`src/rtl/screen_seq_fsm_pkg.sv`:
```
// Shared screen-sequencer types: the screen enumeration and a dwell-time lookup.
package common_enums;

    // PAUSE_SCREEN is always enumerated; without SCREEN_PAUSE_EN it is an illegal encoding.
    typedef enum logic [2:0] {
        TITLE_SCREEN  = 3'd0,
        PLAYER_SCREEN = 3'd1,
        SETUP_SCREEN  = 3'd2,
        CHESS_SCREEN  = 3'd3,
        RESULT_SCREEN = 3'd4,
        PAUSE_SCREEN  = 3'd5
    } screen_state_t;

    localparam int unsigned SECS_W = 8;

    function automatic logic [SECS_W-1:0] dwell_secs(
        input screen_state_t     s,
        input logic [SECS_W-1:0] player_sec,
        input logic [SECS_W-1:0] result_sec
    );
        case (s)
            PLAYER_SCREEN: return player_sec;
            RESULT_SCREEN: return result_sec;
            default:       return '0;
        endcase
    endfunction

endpackage

```
`src/rtl/screen_seq_fsm_sec_tick_gen.sv`:
```
// One-cycle tick every CLK_FREQ_HZ cycles, phase restarted by clear.
module sec_tick_gen #(
    parameter int unsigned CLK_FREQ_HZ = 50_000_000
) (
    input  logic clk,
    input  logic reset_n,
    input  logic clear,
    output logic tick
);

    localparam int unsigned   CW   = $clog2(CLK_FREQ_HZ);
    localparam logic [CW-1:0] LAST = CW'(CLK_FREQ_HZ - 1);

    logic [CW-1:0] r_cnt;

    always_ff @(posedge clk or negedge reset_n) begin
        if (!reset_n) begin
            r_cnt <= '0;
        end else if (clear || r_cnt == LAST) begin
            r_cnt <= '0;
        end else begin
            r_cnt <= r_cnt + 1'b1;
        end
    end

    assign tick = (r_cnt == LAST);

endmodule

```
`src/rtl/screen_seq_fsm.sv`:
```
// Game screen sequencer: title/player/setup/chess/result flow with timed dwells.
// Optional PAUSE_SCREEN support is built when SCREEN_PAUSE_EN is defined.
module screen_seq_fsm
    import common_enums::*;
#(
    parameter int unsigned CLK_FREQ_HZ = 50_000_000,
    parameter int unsigned PLAYER_SEC  = 2,
    parameter int unsigned RESULT_SEC  = 5
) (
    input  logic          clk,
    input  logic          reset_n,
    input  logic          enter,
    input  logic          back,
    input  logic          game_over,
    input  logic          pause,
    output screen_state_t state,
    output logic          state_entry,
    output logic [7:0]    secs_left
);

    localparam logic [SECS_W-1:0] P_SEC = SECS_W'(PLAYER_SEC);
    localparam logic [SECS_W-1:0] R_SEC = SECS_W'(RESULT_SEC);

    screen_state_t     r_state;
    screen_state_t     w_next;
    logic              r_entry;
    logic [SECS_W-1:0] r_elapsed;
    logic [SECS_W-1:0] w_dwell;
    logic              w_clear;
    logic              w_tick;
    logic              w_timeout;

    // r_armed masks the first cycle after reset so an already-high input is not an edge.
    logic r_armed;
    logic r_enter_q;
    logic r_back_q;
    logic w_enter_edge;
    logic w_back_edge;

    always_ff @(posedge clk or negedge reset_n) begin
        if (!reset_n) begin
            r_armed   <= 1'b0;
            r_enter_q <= 1'b0;
            r_back_q  <= 1'b0;
        end else begin
            r_armed   <= 1'b1;
            r_enter_q <= enter;
            r_back_q  <= back;
        end
    end

    assign w_enter_edge = enter & ~r_enter_q & r_armed;
    assign w_back_edge  = back  & ~r_back_q  & r_armed;

`ifdef SCREEN_PAUSE_EN
    logic r_pause_q;
    logic w_pause_edge;
    logic r_go_pend;

    always_ff @(posedge clk or negedge reset_n) begin
        if (!reset_n) begin
            r_pause_q <= 1'b0;
            r_go_pend <= 1'b0;
        end else begin
            r_pause_q <= pause;
            // A game_over seen while paused is replayed once play resumes.
            if (w_next == TITLE_SCREEN || r_state == CHESS_SCREEN) begin
                r_go_pend <= 1'b0;
            end else if (r_state == PAUSE_SCREEN && game_over) begin
                r_go_pend <= 1'b1;
            end
        end
    end

    assign w_pause_edge = pause & ~r_pause_q & r_armed;
`else
    logic w_unused_pause;
    assign w_unused_pause = pause;
`endif

    sec_tick_gen #(
        .CLK_FREQ_HZ(CLK_FREQ_HZ)
    ) u_sec_tick (
        .clk    (clk),
        .reset_n(reset_n),
        .clear  (w_clear),
        .tick   (w_tick)
    );

    assign w_dwell   = dwell_secs(r_state, P_SEC, R_SEC);
    assign w_timeout = w_tick && (w_dwell != '0) && (r_elapsed == w_dwell - 1'b1);
    assign w_clear   = (w_next != r_state);

    always_comb begin
        w_next = r_state;
        case (r_state)
            TITLE_SCREEN: begin
                if (w_enter_edge) w_next = PLAYER_SCREEN;
            end
            PLAYER_SCREEN: begin
                if (w_timeout) w_next = SETUP_SCREEN;
            end
            SETUP_SCREEN: begin
                if (w_back_edge)       w_next = TITLE_SCREEN;
                else if (w_enter_edge) w_next = CHESS_SCREEN;
            end
            CHESS_SCREEN: begin
`ifdef SCREEN_PAUSE_EN
                if (game_over || r_go_pend) w_next = RESULT_SCREEN;
                else if (w_pause_edge)      w_next = PAUSE_SCREEN;
`else
                if (game_over) w_next = RESULT_SCREEN;
`endif
            end
            RESULT_SCREEN: begin
                if (w_timeout || w_enter_edge) w_next = TITLE_SCREEN;
            end
`ifdef SCREEN_PAUSE_EN
            PAUSE_SCREEN: begin
                if (w_back_edge)                       w_next = TITLE_SCREEN;
                else if (w_pause_edge || w_enter_edge) w_next = CHESS_SCREEN;
            end
`endif
            default: w_next = TITLE_SCREEN;
        endcase
    end

    always_ff @(posedge clk or negedge reset_n) begin
        if (!reset_n) begin
            r_state   <= TITLE_SCREEN;
            r_entry   <= 1'b0;
            r_elapsed <= '0;
        end else begin
            r_state <= w_next;
            r_entry <= w_clear;
            if (w_clear) begin
                r_elapsed <= '0;
            end else if (w_tick && r_elapsed != '1) begin
                r_elapsed <= r_elapsed + 1'b1;
            end
        end
    end

    assign state       = r_state;
    assign state_entry = r_entry;
    assign secs_left   = (w_dwell > r_elapsed) ? (w_dwell - r_elapsed) : '0;

endmodule
```
`config.mk`:
```
export PLATFORM = sky130hd
export DESIGN_NAME = screen_seq_fsm
export DESIGN_NICKNAME = d
export VERILOG_FILES = /design/src/rtl/screen_seq_fsm_pkg.sv /design/src/rtl/screen_seq_fsm_sec_tick_gen.sv /design/src/rtl/screen_seq_fsm.sv
export SDC_FILE = /design/constraint.sdc
export NUM_CORES = 1
export LEC_CHECK = 0
export BUFFER_PORTS_ARGS = -buffer_cell sky130_fd_sc_hd__buf_2
export CELL_PAD_IN_SITES_DETAIL_PLACEMENT = 1
export CELL_PAD_IN_SITES_GLOBAL_PLACEMENT = 1
export CORE_MARGIN = 2
export CORE_UTILIZATION = 50
export DETAILED_ROUTE_END_ITERATION = 8
export PLACE_DENSITY_LB_ADDON = 0.1
export SETUP_SLACK_MARGIN = 0.1
export SLEW_MARGIN = 20
export SYNTH_ARGS = -nofsm -noshare
export SYNTH_HDL_FRONTEND = slang
export SYNTH_SLANG_ARGS = --single-unit
```
`constraint.sdc`:
```
create_clock -name clk -period 3.5 [get_ports clk]
set_clock_uncertainty 0.1 [all_clocks]
set_input_delay 0.35 -clock clk [delete_from_list [all_inputs] [get_ports clk]]
set_output_delay 0.35 -clock clk [all_outputs]
set_load 0.02 [all_outputs]
```
==> flow_summary_export.csv, run 1 <==
group,metric,value,unit
setup_path,worst_setup_path_start_kind,"flop",
job,maxCapViolCount,0,
sta,hold_viol,0,
grt,grt_overflow,0,
clock_tree,cts_tree,"done",
final_layout,finalNetCount,263,
setup_path,cpMostUsedCell,"inv_1",
setup_path,crit_buf_inv,3,
sta,setup_viol,0,
sta,slew-limit-headroom,37.6,%
grt,antenna_found_initial,0,
power_and_ir_drop,ir_drop,0.000429,V
setup_path,arrival,2.44,ns
final_layout,area_delta_synth_final,8.94,%
setup_path,required,3.05,ns
clock_tree,clk_path_buf_depth,2,
logic_synthesis,synth_top_area_share,45.2,%
clock_tree,holdBufCountCts,0,
setup_path,endpoint_kind,"output port",
logic_synthesis,syn_area_per_cell,9.53,um2
logic_synthesis,yosysSeqAreaShare,45.2,%
final_layout,final_layout_size_suffix_gt1_share,15.1,%
sta,setup_slack,0.614,ns
grt,grt.total_usage,21.0,%
min_path,worstHoldPathType,"in -> reg",
sta,hold_slack,0.0715,ns
drt,vias,1740,
drt,final_antenna_net_count,0,
grt,grt_pass1_vias,1767,
logic_synthesis,ys_types,48,
grt,grt_max_degree,42,
setup_path,critPathKind,"reg -> out",
setup_path,slowest_stage,"dfrtp_1",
floorplanning,initial_core_util,52.1,%
clock_tree,post_cts_buffers,0,
setup_path,worstPathMaxFanout,8,
floorplanning,coreArea,4350,um2
placement,portBuffers,14,
drt,detail_route.vias_per_cell,5.72,
placement,place.detailed.hpwl,3.24,mm
sta,slew_viol_final,0,
placement,preCtsSetupSlack,0.932,ns
sta,rsz0062_at_grt,"no",
sta,period_needed,2.89,ns
power_and_ir_drop,power_density,522,nW/um2
placement,gp_congestion,0.825,
setup_path,cp_top_family,"compound AO/OA/AOI/OAI gates",
clock_tree,htree_levels,2,
drt,route.detailed.drc,0,
floorplanning,die_h,71.4,um
logic_synthesis,yosysTopAreaCell,"dfrtp_1",
logic_synthesis,ys.flop_type,"dfrtp_1",
logic_synthesis,yosys-top-cells-area,"dfrtp_1, nor2_1, xnor2_1",
setup_path,crit_chain,"inv_1 -> nand3b_1 -> ha_1 -> inv_1 -> fa_1 -> a21oi_1 -> a31oi_1 -> nand2_1 -> a211oi_1 -> buf_2",
grt,grt_pass1_wl,8.47,mm
clock_tree,clock_tree.root_cell,"clkbuf_8",
sta,fmaxAchievable,0.346,GHz
clock_tree,clkTransAtPathRegs,0.08,ns
floorplanning,rows,24,
floorplanning,dieArea,5090,um2
clock_tree,cts-resized-gates,0,
drt,wl_per_cell,15.2,um
logic_synthesis,ys_ff_latch,41,
logic_synthesis,postSynth.asyncResetShare,100,%
sta,fin_crit_sh,82.5,%
outcome,outcome,"completed",
floorplanning,io-pin-count,18,
setup_path,slowest_delay,0.45,ns
drt,drt_iter0_drc,94,
clock_tree,cts_buffers,5,
sta,worst_slew_pin_slew,0.935,ns
drt,wirelength,4.63,mm
clock_tree,clock_latency,0.30,ns
final_layout,fill_cells,496,
logic_synthesis,syn_area,2270,um2
clock_tree,cts.sinks,41,
power_and_ir_drop,total_leakage_power,1.11,nW
logic_synthesis,syn_inst,238,
floorplanning,fp.dieW,71.4,um
sta,tns,0,ns
drt,firstDrtPassIters,4,
logic_synthesis,synth_warnings,0,
logic_synthesis,synth_edf_count,0,
final_layout,insertedDiodeCount,0,
## stage by stage
step           area, um2  cells  total power [mW]  utilization [%]
2_1_floorplan       2270    239             0.799                -
3_3_place_gp        2350    296             0.892             54.0
3_5_place_dp        2350    296             0.904             54.0
4_1_cts             2470    304              1.31             56.8
5_1_grt             2470    304              1.38             56.8
6_report            2470    304              1.29             56.8
## final timing paths
check | from | end | slack (ns) | depth (start not counted)
min reg2reg | u_sec_tick.r_cnt[0]$_DFF_PN0_ | u_sec_tick.r_cnt[0]$_DFF_PN0_ | 0.39 | 1
max in group asynchronous | reset_n | u_sec_tick.r_cnt[6]$_DFF_PN0_ | 2.62 | 1
max reg2reg | u_sec_tick.r_cnt[0]$_DFF_PN0_ | r_elapsed[3]$_DFFE_PN0P_ | 1.11 | 6
min | enter | r_enter_q$_DFF_PN0_ | 0.07 | 1
min in group asynchronous | reset_n | r_elapsed[4]$_DFFE_PN0P_ | 0.09 | 1
max | state[0]$_DFF_PN0_ | secs_left[7] | 0.61 | 10
## per-layer routing
| metal | share of wire (%) | vias up | track usage [%] |
|---|---|---|---|
| li1 | - | 854 | - |
| met5 | 0 | - | 0 |
| met2 | 46 | 15 | 30.9 |
| met1 | 50 | 864 | 30.2 |
| met3 | 2.5 | 7 | 4.78 |
| met4 | 1.5 | 0 | 7.97 |
## logic make-up (layout without fill, tap and decap cells)
group,Yosys count,after routing,share of synthesized area [%]
multiplexers,1,1,0.441
adder cells (fa/ha/maj),6,6,3.64
other,2,3,0.331
AO/OA/AOI/OAI,32,32,8.83
AND/OR/NAND/NOR,112,112,27.4
flip-flops,41,41,45.2
XOR/XNOR,26,26,10.0
buffers and inverters,18,31,4.14
## registers in the layout (all words and copies together) (netlist names)
register / cells
r_armed: 1
r_back_q: 1
r_enter_q: 1
u_sec_tick.r_cnt: 26
r_elapsed: 8
state: 3
state_entry: 1
## Yosys cell counts, types with 4 or more instances
| cell | instances |
|---|---|
| a21oi_1 | 9 |
| and3_1 | 5 |
| and4_2 | 4 |
| dfrtp_1 | 41 |
| ha_1 | 5 |
| inv_1 | 8 |
| nand2_1 | 13 |
| nand3_1 | 15 |
| nand3b_1 | 4 |
| nand4_1 | 6 |
| nor2_1 | 36 |
| nor3_1 | 4 |
| o21ai_0 | 7 |
| xnor2_1 | 13 |
| xor2_1 | 13 |
## layout by cell type (no fill, tap or decap), types with 2 or more instances in the layout
cell | netlist | routed
nand3b_1 | 4 | 4
and4_1 | 3 | 3
conb_1 | 2 | 3
a31oi_1 | 2 | 2
o21ai_0 | 7 | 7
or3_1 | 2 | 2
nor2b_1 | 3 | 3
nor3_1 | 4 | 4
and4_2 | 4 | 4
xnor2_1 | 13 | 13
nor2_1 | 36 | 36
o211ai_1 | 2 | 2
o22ai_1 | 2 | 2
clkbuf_8 | 0 | 6
ha_1 | 5 | 5
nand3_1 | 15 | 15
and3_2 | 2 | 2
xor2_1 | 13 | 13
nand2_1 | 13 | 13
a21oi_1 | 9 | 9
buf_2 | 3 | 14
or4_1 | 3 | 3
nand4_1 | 6 | 6
dfrtp_1 | 41 | 41
a211oi_1 | 3 | 3
or3_2 | 3 | 3
and3_1 | 5 | 5
inv_1 | 8 | 8
## report_power, final
group	leakage [nW]	internal [mW]	switching, mW
clock network	0.0574	0.232	0.172
logic	0.494	0.115	0.209
registers	0.554	0.516	0.0464
total	1.11	0.863	0.427
## cell type report
class	count	area, um2	share of cell area, %
Clock buffer	6	82.6	3.34
Clock inverter	2	37.5	1.52
Inverter	8	30.0	1.22
Multi-Input combinational cell	180	1150	46.6
Sequential cell	41	1030	41.5
Tap cell	52	65.1	2.63
Timing Repair Buffer	15	77.6	3.14
Power figures use the tool's default switching activity.
==> inputs of run 2 (changes only) <==
CORE_UTILIZATION = 42   (was 50)
clock period = 2.62 ns   (was 3.5 ns; I/O delays follow)
==> run 2 against run 1 <==
Effect of this change: combinational power increased by 86%; sequential share of layout area decreased by 3.4 points; non-clock buffer count is 13 higher; clock power increased by 29%; register-to-register slack worse by 0.90 ns; clock-buffer cell count is 1 lower; sequential cell count did not move.
==> flow_summary_export.csv, run 2 (synthesized netlist as in run 1, its figures left out) <==
group,metric,value,unit
outcome,outcome,"completed",
drt,wirelength,5.07,mm
final_layout,fill_cells,592,
sta,fmaxAchievable,0.397,GHz
final_layout,multiInputGateArea,1210,um2
setup_path,critPathKind,"reg -> out",
placement,gp_congestion,0.787,
drt,final_antenna_net_count,0,
setup_path,arrival,2.16,ns
grt,grt_pass1_vias,1863,
clock_tree,clock_tree.root_cell,"clkbuf_8",
final_layout,area_delta_synth_final,18.9,%
placement,portBuffers,14,
final_layout,final_cell_mix,"dfrtp_1, nor2_1, nand3_1",
clock_tree,clock_latency,0.30,ns
floorplanning,fp.dieW,77.5,um
floorplanning,rows,26,
setup_path,endpoint_kind,"output port",
floorplanning,initial_core_util,43.9,%
sta,rsz0062_at_grt,"yes",
floorplanning,io-pin-count,18,
drt,vias,1820,
power_and_ir_drop,total_power,1.87,mW
sta,hold_viol,0,
floorplanning,die_h,77.5,um
power_and_ir_drop,power_density,694,nW/um2
final_layout,finalNetCount,276,
floorplanning,coreArea,5170,um2
grt,grt_overflow,0,
power_and_ir_drop,total_leakage_power,1.18,nW
drt,route.detailed.drc,0,
sta,slew-limit-headroom,36.3,%
clock_tree,clk_path_buf_depth,2,
setup_path,worst_setup_path_start_kind,"flop",
clock_tree,clkTransAtPathRegs,0.09,ns
grt,antenna_found_initial,0,
placement,place.detailed.hpwl,3.33,mm
clock_tree,cts.sinks,41,
drt,detail_route.vias_per_cell,5.43,
final_layout,largest_reg_flops,26,
clock_tree,htree_levels,2,
grt,grt_pass1_wl,8.96,mm
sta,slew_viol_final,0,
final_layout,insertedDiodeCount,0,
setup_path,r2r_slack,0.21,ns
grt,grt_max_degree,42,
drt,firstDrtPassIters,4,
sta,hold_slack,0.000169,ns
setup_path,worstPathMaxFanout,4,
sta,worst_slew_pin_slew,0.955,ns
final_layout,final_layout_size_suffix_gt1_share,24.5,%
sta,period_needed,2.52,ns
drt,drt_iter0_drc,57,
final_layout,mostFrequentLayoutCell,"dfrtp_1",
sta,setup_viol,0,
clock_tree,cts_tree,"done",
power_and_ir_drop,ir_drop,0.000342,V
drt,wl_per_cell,15.1,um
final_layout,ff_latch_area,1030,um2
sta,fin_crit_sh,96.2,%
floorplanning,dieArea,6000,um2
job,maxCapViolCount,0,
min_path,worstHoldPathType,"in -> async",
setup_path,required,2.26,ns
grt,grt.total_usage,19.0,%
sta,tns,0,ns
final_layout,largest_register,"u_sec_tick.r_cnt",
clock_tree,cts_buffers,5,
==> run 2: metal layers <==
| metal | vias up | track usage, % | routed length, um |
|---|---|---|---|
| met1 | 910 | 25.0 | 2400 |
| met4 | 0 | 6.43 | 76 |
| met5 | - | 0 | 0 |
| li1 | 883 | - | - |
| met2 | 20 | 31.1 | 2460 |
| met3 | 7 | 4.19 | 131 |
==> run 2: what timing repair did <==
action	4_1_cts	5_1_grt
buffers inserted	6	1
setup endpoints to repair	5	7
endpoints found under the hold margin	2	0
gates resized for setup	16	12
pin swaps	4	6
hold buffers	2	0
==> run 2: worst max-delay path, cell delays in order (launching register included) <==
cell and delay (ns):
dfrtp_2 0.44, nand3b_1 0.13, ha_2 0.18, inv_2 0.04
fa_2 0.37, a21oi_2 0.17, a31oi_2 0.07, buf_4 0.15
and3_1 0.18, buf_6 0.13
==> run 2: worst paths after layout <==
check                                                    from                       endpoint  cells after the start
worst min-delay path                                  reset_n       r_elapsed[1]$_DFFE_PN0P_                      1
worst min register to register  u_sec_tick.r_cnt[0]$_DFF_PN0_  u_sec_tick.r_cnt[0]$_DFF_PN0_                      1
min in group clk                                    game_over             state[2]$_DFF_PN0_                      3
max in group asynchronous                             reset_n             state[2]$_DFF_PN0_                      1
worst max-delay path                       state[2]$_DFF_PN0_                   secs_left[1]                      9
worst max register to register  u_sec_tick.r_cnt[7]$_DFF_PN0_       r_elapsed[4]$_DFFE_PN0P_                      5
==> run 2: through the flow <==
step	area (um2)	cells	worst slack [ns]	util, %
after floorplan	2270	239	0.0517	-
after global placement	2420	318	0.251	46.7
final	2700	335	0.0996	52.1
after detailed placement	2420	318	0.208	46.7
after global routing	2700	335	0.0314	52.1
after CTS	2640	334	0.0966	51.1
==> run 2: area by class of cell <==
type | instances | share of cell area (%)
inverters | 8 | 1.11
multi-input cells | 180 | 45.0
well taps | 70 | 3.25
flip-flops and latches | 41 | 38.1
clock inverters | 3 | 1.72
clock buffers | 5 | 2.55
repair buffers | 28 | 8.26
==> run 2: report_power, final <==
group / total [mW] / leakage [nW] / internal, mW / switching [mW]
logic: 0.604 / 0.569 / 0.268 / 0.335
registers: 0.746 / 0.552 / 0.689 / 0.0564
clock network: 0.522 / 0.0543 / 0.285 / 0.237
total: 1.87 / 1.18 / 1.24 / 0.628
==> inputs of run 3 (changes only) <==
CORE_MARGIN = 10   (was 2)
GPL_TIMING_DRIVEN = 0   (was default)
==> run 3 against run 2 <==
Effect of this change: the run now ends with setup timing left; sequential power about the same; die area is 46% higher; combinational power up 4.0%; clock power down 21%; critical path depth grew 1; routed wire length is 11% higher; global-route usage fell by 5.8 points; sequential share of layout area decreased by 0.66 points; final area up 1.8%; critical endpoint is now secs_left[3]; largest cell class unchanged.
==> flow_summary_export.csv, run 3 (synthesized netlist as in run 1, its figures left out) <==
group,metric,value,unit
outcome,outcome,"complete, but fails checks",
outcome,violations,"setup timing",
setup_path,rr_endpoint,"state[1]$_DFF_PN0_",
grt,grt_pass1_vias,1935,
final_layout,largest_register,"u_sec_tick.r_cnt",
placement,placed_cells,323,
placement,place_area,2430,um2
setup_path,arrival,2.28,ns
drt,wl_per_cell,16.3,um
grt,grt.total_usage,13.3,%
min_path,worstHoldPathType,"in -> async",
power_and_ir_drop,clkPwrFrac,23.0,%
power_and_ir_drop,power_density,652,nW/um2
power_and_ir_drop,swShare,35.8,%
setup_path,timing.rr.start,"state[1]$_DFF_PN0_",
sta,tns,-0.0488,ns
clock_tree,cts.sinks,41,
drt,wirelength,5.63,mm
drt,vias,1866,
clock_tree,cts_tree,"done",
clock_tree,cts_buffers,5,
final_layout,finalInstanceArea,2740,um2
drt,firstDrtPassIters,4,
sta,hold_slack,0.0131,ns
drt,detail_route.vias_per_cell,5.41,
final_layout,finalNetCount,286,
final_layout,insertedDiodeCount,0,
drt,route.detailed.drc,0,
clock_tree,htree_levels,2,
drt,final_antenna_net_count,0,
floorplanning,fp.dieW,93.5,um
floorplanning,die_h,93.5,um
sta,setup_slack,-0.0193,ns
power_and_ir_drop,power_switching,0.641,mW
sta,slew_viol_final,0,
final_layout,largest_reg_flops,26,
setup_path,critPathKind,"reg -> out",
sta,worst_slew_pin_slew,0.948,ns
sta,period_needed,2.64,ns
power_and_ir_drop,p_int,1.15,mW
power_and_ir_drop,total_power,1.79,mW
job,maxCapViolCount,0,
final_layout,area_delta_synth_final,21.0,%
sta,fmaxAchievable,0.379,GHz
power_and_ir_drop,total_leakage_power,1.22,nW
final_layout,final_layout_size_suffix_gt1_share,26.9,%
sta,fin_crit_sh,101,%
clock_tree,clkTransAtPathRegs,0.08,ns
floorplanning,initial_core_util,43.9,%
grt,antenna_found_initial,0,
final_layout,mostFrequentLayoutCell,"dfrtp_1",
sta,hold_viol,0,
final_layout,final_cell_mix,"dfrtp_1, nor2_1, buf_4, nand3_1",
floorplanning,rows,26,
setup_path,worst_setup_path_start_kind,"flop",
placement,gp_congestion,0.807,
clock_tree,clk_path_buf_depth,2,
sta,setup_viol,3,
power_and_ir_drop,ir_drop,0.000434,V
final_layout,utilization,53.0,%
floorplanning,dieArea,8740,um2
floorplanning,coreArea,5170,um2
placement,place.detailed.hpwl,3.60,mm
grt,grt_max_degree,42,
placement,portBuffers,14,
sta,slew-limit-headroom,36.8,%
grt,grt_pass1_wl,9.34,mm
setup_path,reg2regPathDepth,7,
setup_path,r2r_slack,0.24,ns
power_and_ir_drop,combPwrFrac,35.1,%
setup_path,endpoint_kind,"output port",
final_layout,final-instance-count-excl-fill,345,
setup_path,required,2.26,ns
power_and_ir_drop,pwr-share-seq,41.8,%
setup_path,worstPathMaxFanout,4,
sta,rsz0062_at_grt,"yes",
clock_tree,clock_latency,0.30,ns
grt,grt_overflow,0,
clock_tree,clock_tree.root_cell,"clkbuf_8",
placement,preCtsSetupSlack,0.0504,ns
floorplanning,io-pin-count,18,
drt,drt_iter0_drc,35,
-- run 3: changes by cell type in the layout (fill, tap and decap cells not counted), moves of 2 or more --
cell	delta
nor2_4	+2
clkinv_2	+2
buf_6	+2
clkbuf_1	+2
buf_4	+5
clkbuf_8	+2
nor2_2	-2
-- run 3: timing repair --
| item | 4_1_cts | 5_1_grt |
|---|---|---|
| hold buffers | 2 | 0 |
| buffers inserted | 8 | 4 |
| gates resized for setup | 37 | 0 |
| endpoints found under the hold margin | 2 | 0 |
| endpoints found under the setup margin | 26 | 27 |
| pin swaps | 9 | 1 |
-- run 3: how the worst max path moves through the flow --
stage          slack, ns                             end                          start
4_1_cts             0.05                    secs_left[2]             state[2]$_DFF_PN0_
5_1_grt            -0.12                    secs_left[3]             state[1]$_DFF_PN0_
3_3_place_gp        0.09  u_sec_tick.r_cnt[16]$_DFF_PN0_  u_sec_tick.r_cnt[7]$_DFF_PN0_
6_report           -0.02                    secs_left[3]             state[1]$_DFF_PN0_
3_5_place_dp        0.05                    secs_left[3]             state[1]$_DFF_PN0_
2_1_floorplan       0.05                    secs_left[3]             state[1]$_DFF_PN0_
-- run 3: power groups by stage --
stage | Sequential, mW | Combinational [mW] | Clock (mW)
final | 0.748 | 0.628 | 0.412
after global routing | 0.758 | 0.686 | 0.447
after CTS | 0.748 | 0.615 | 0.423
after detailed placement | 0.767 | 0.449 | 0
after global placement | 0.765 | 0.440 | 0
after floorplan | 0.767 | 0.300 | 0
-- run 3: worst max-delay path, stage by stage, from the launching register on --
cell	delay [ns]
dfrtp_1	0.39
clkbuf_8	0.14
nand3b_1	0.19
ha_2	0.20
inv_2	0.07
fa_2	0.22
a21oi_2	0.06
a31oi_2	0.20
nand2_2	0.15
a211oi_2	0.19
buf_4	0.17
-- run 3: area by class of cell --
type	instances	area (um2)
clock buffer	6	72.6
inverter	8	30.0
buffer	10	88.8
fill	591	2430
multi-input combinational	180	1220
clock inverter	2	10.0
sequential	41	1030
timing repair buffer	28	210
tap	70	87.6
-- run 3: per-layer routing --
metal  part of all wire, %  GRT usage, %  up-vias
met5                     0             0        -
met2                    48          22.9       23
met1                    47          15.7      934
met3                   3.3          3.28        9
li1                      -             -      900
met4                   1.4          4.37        0
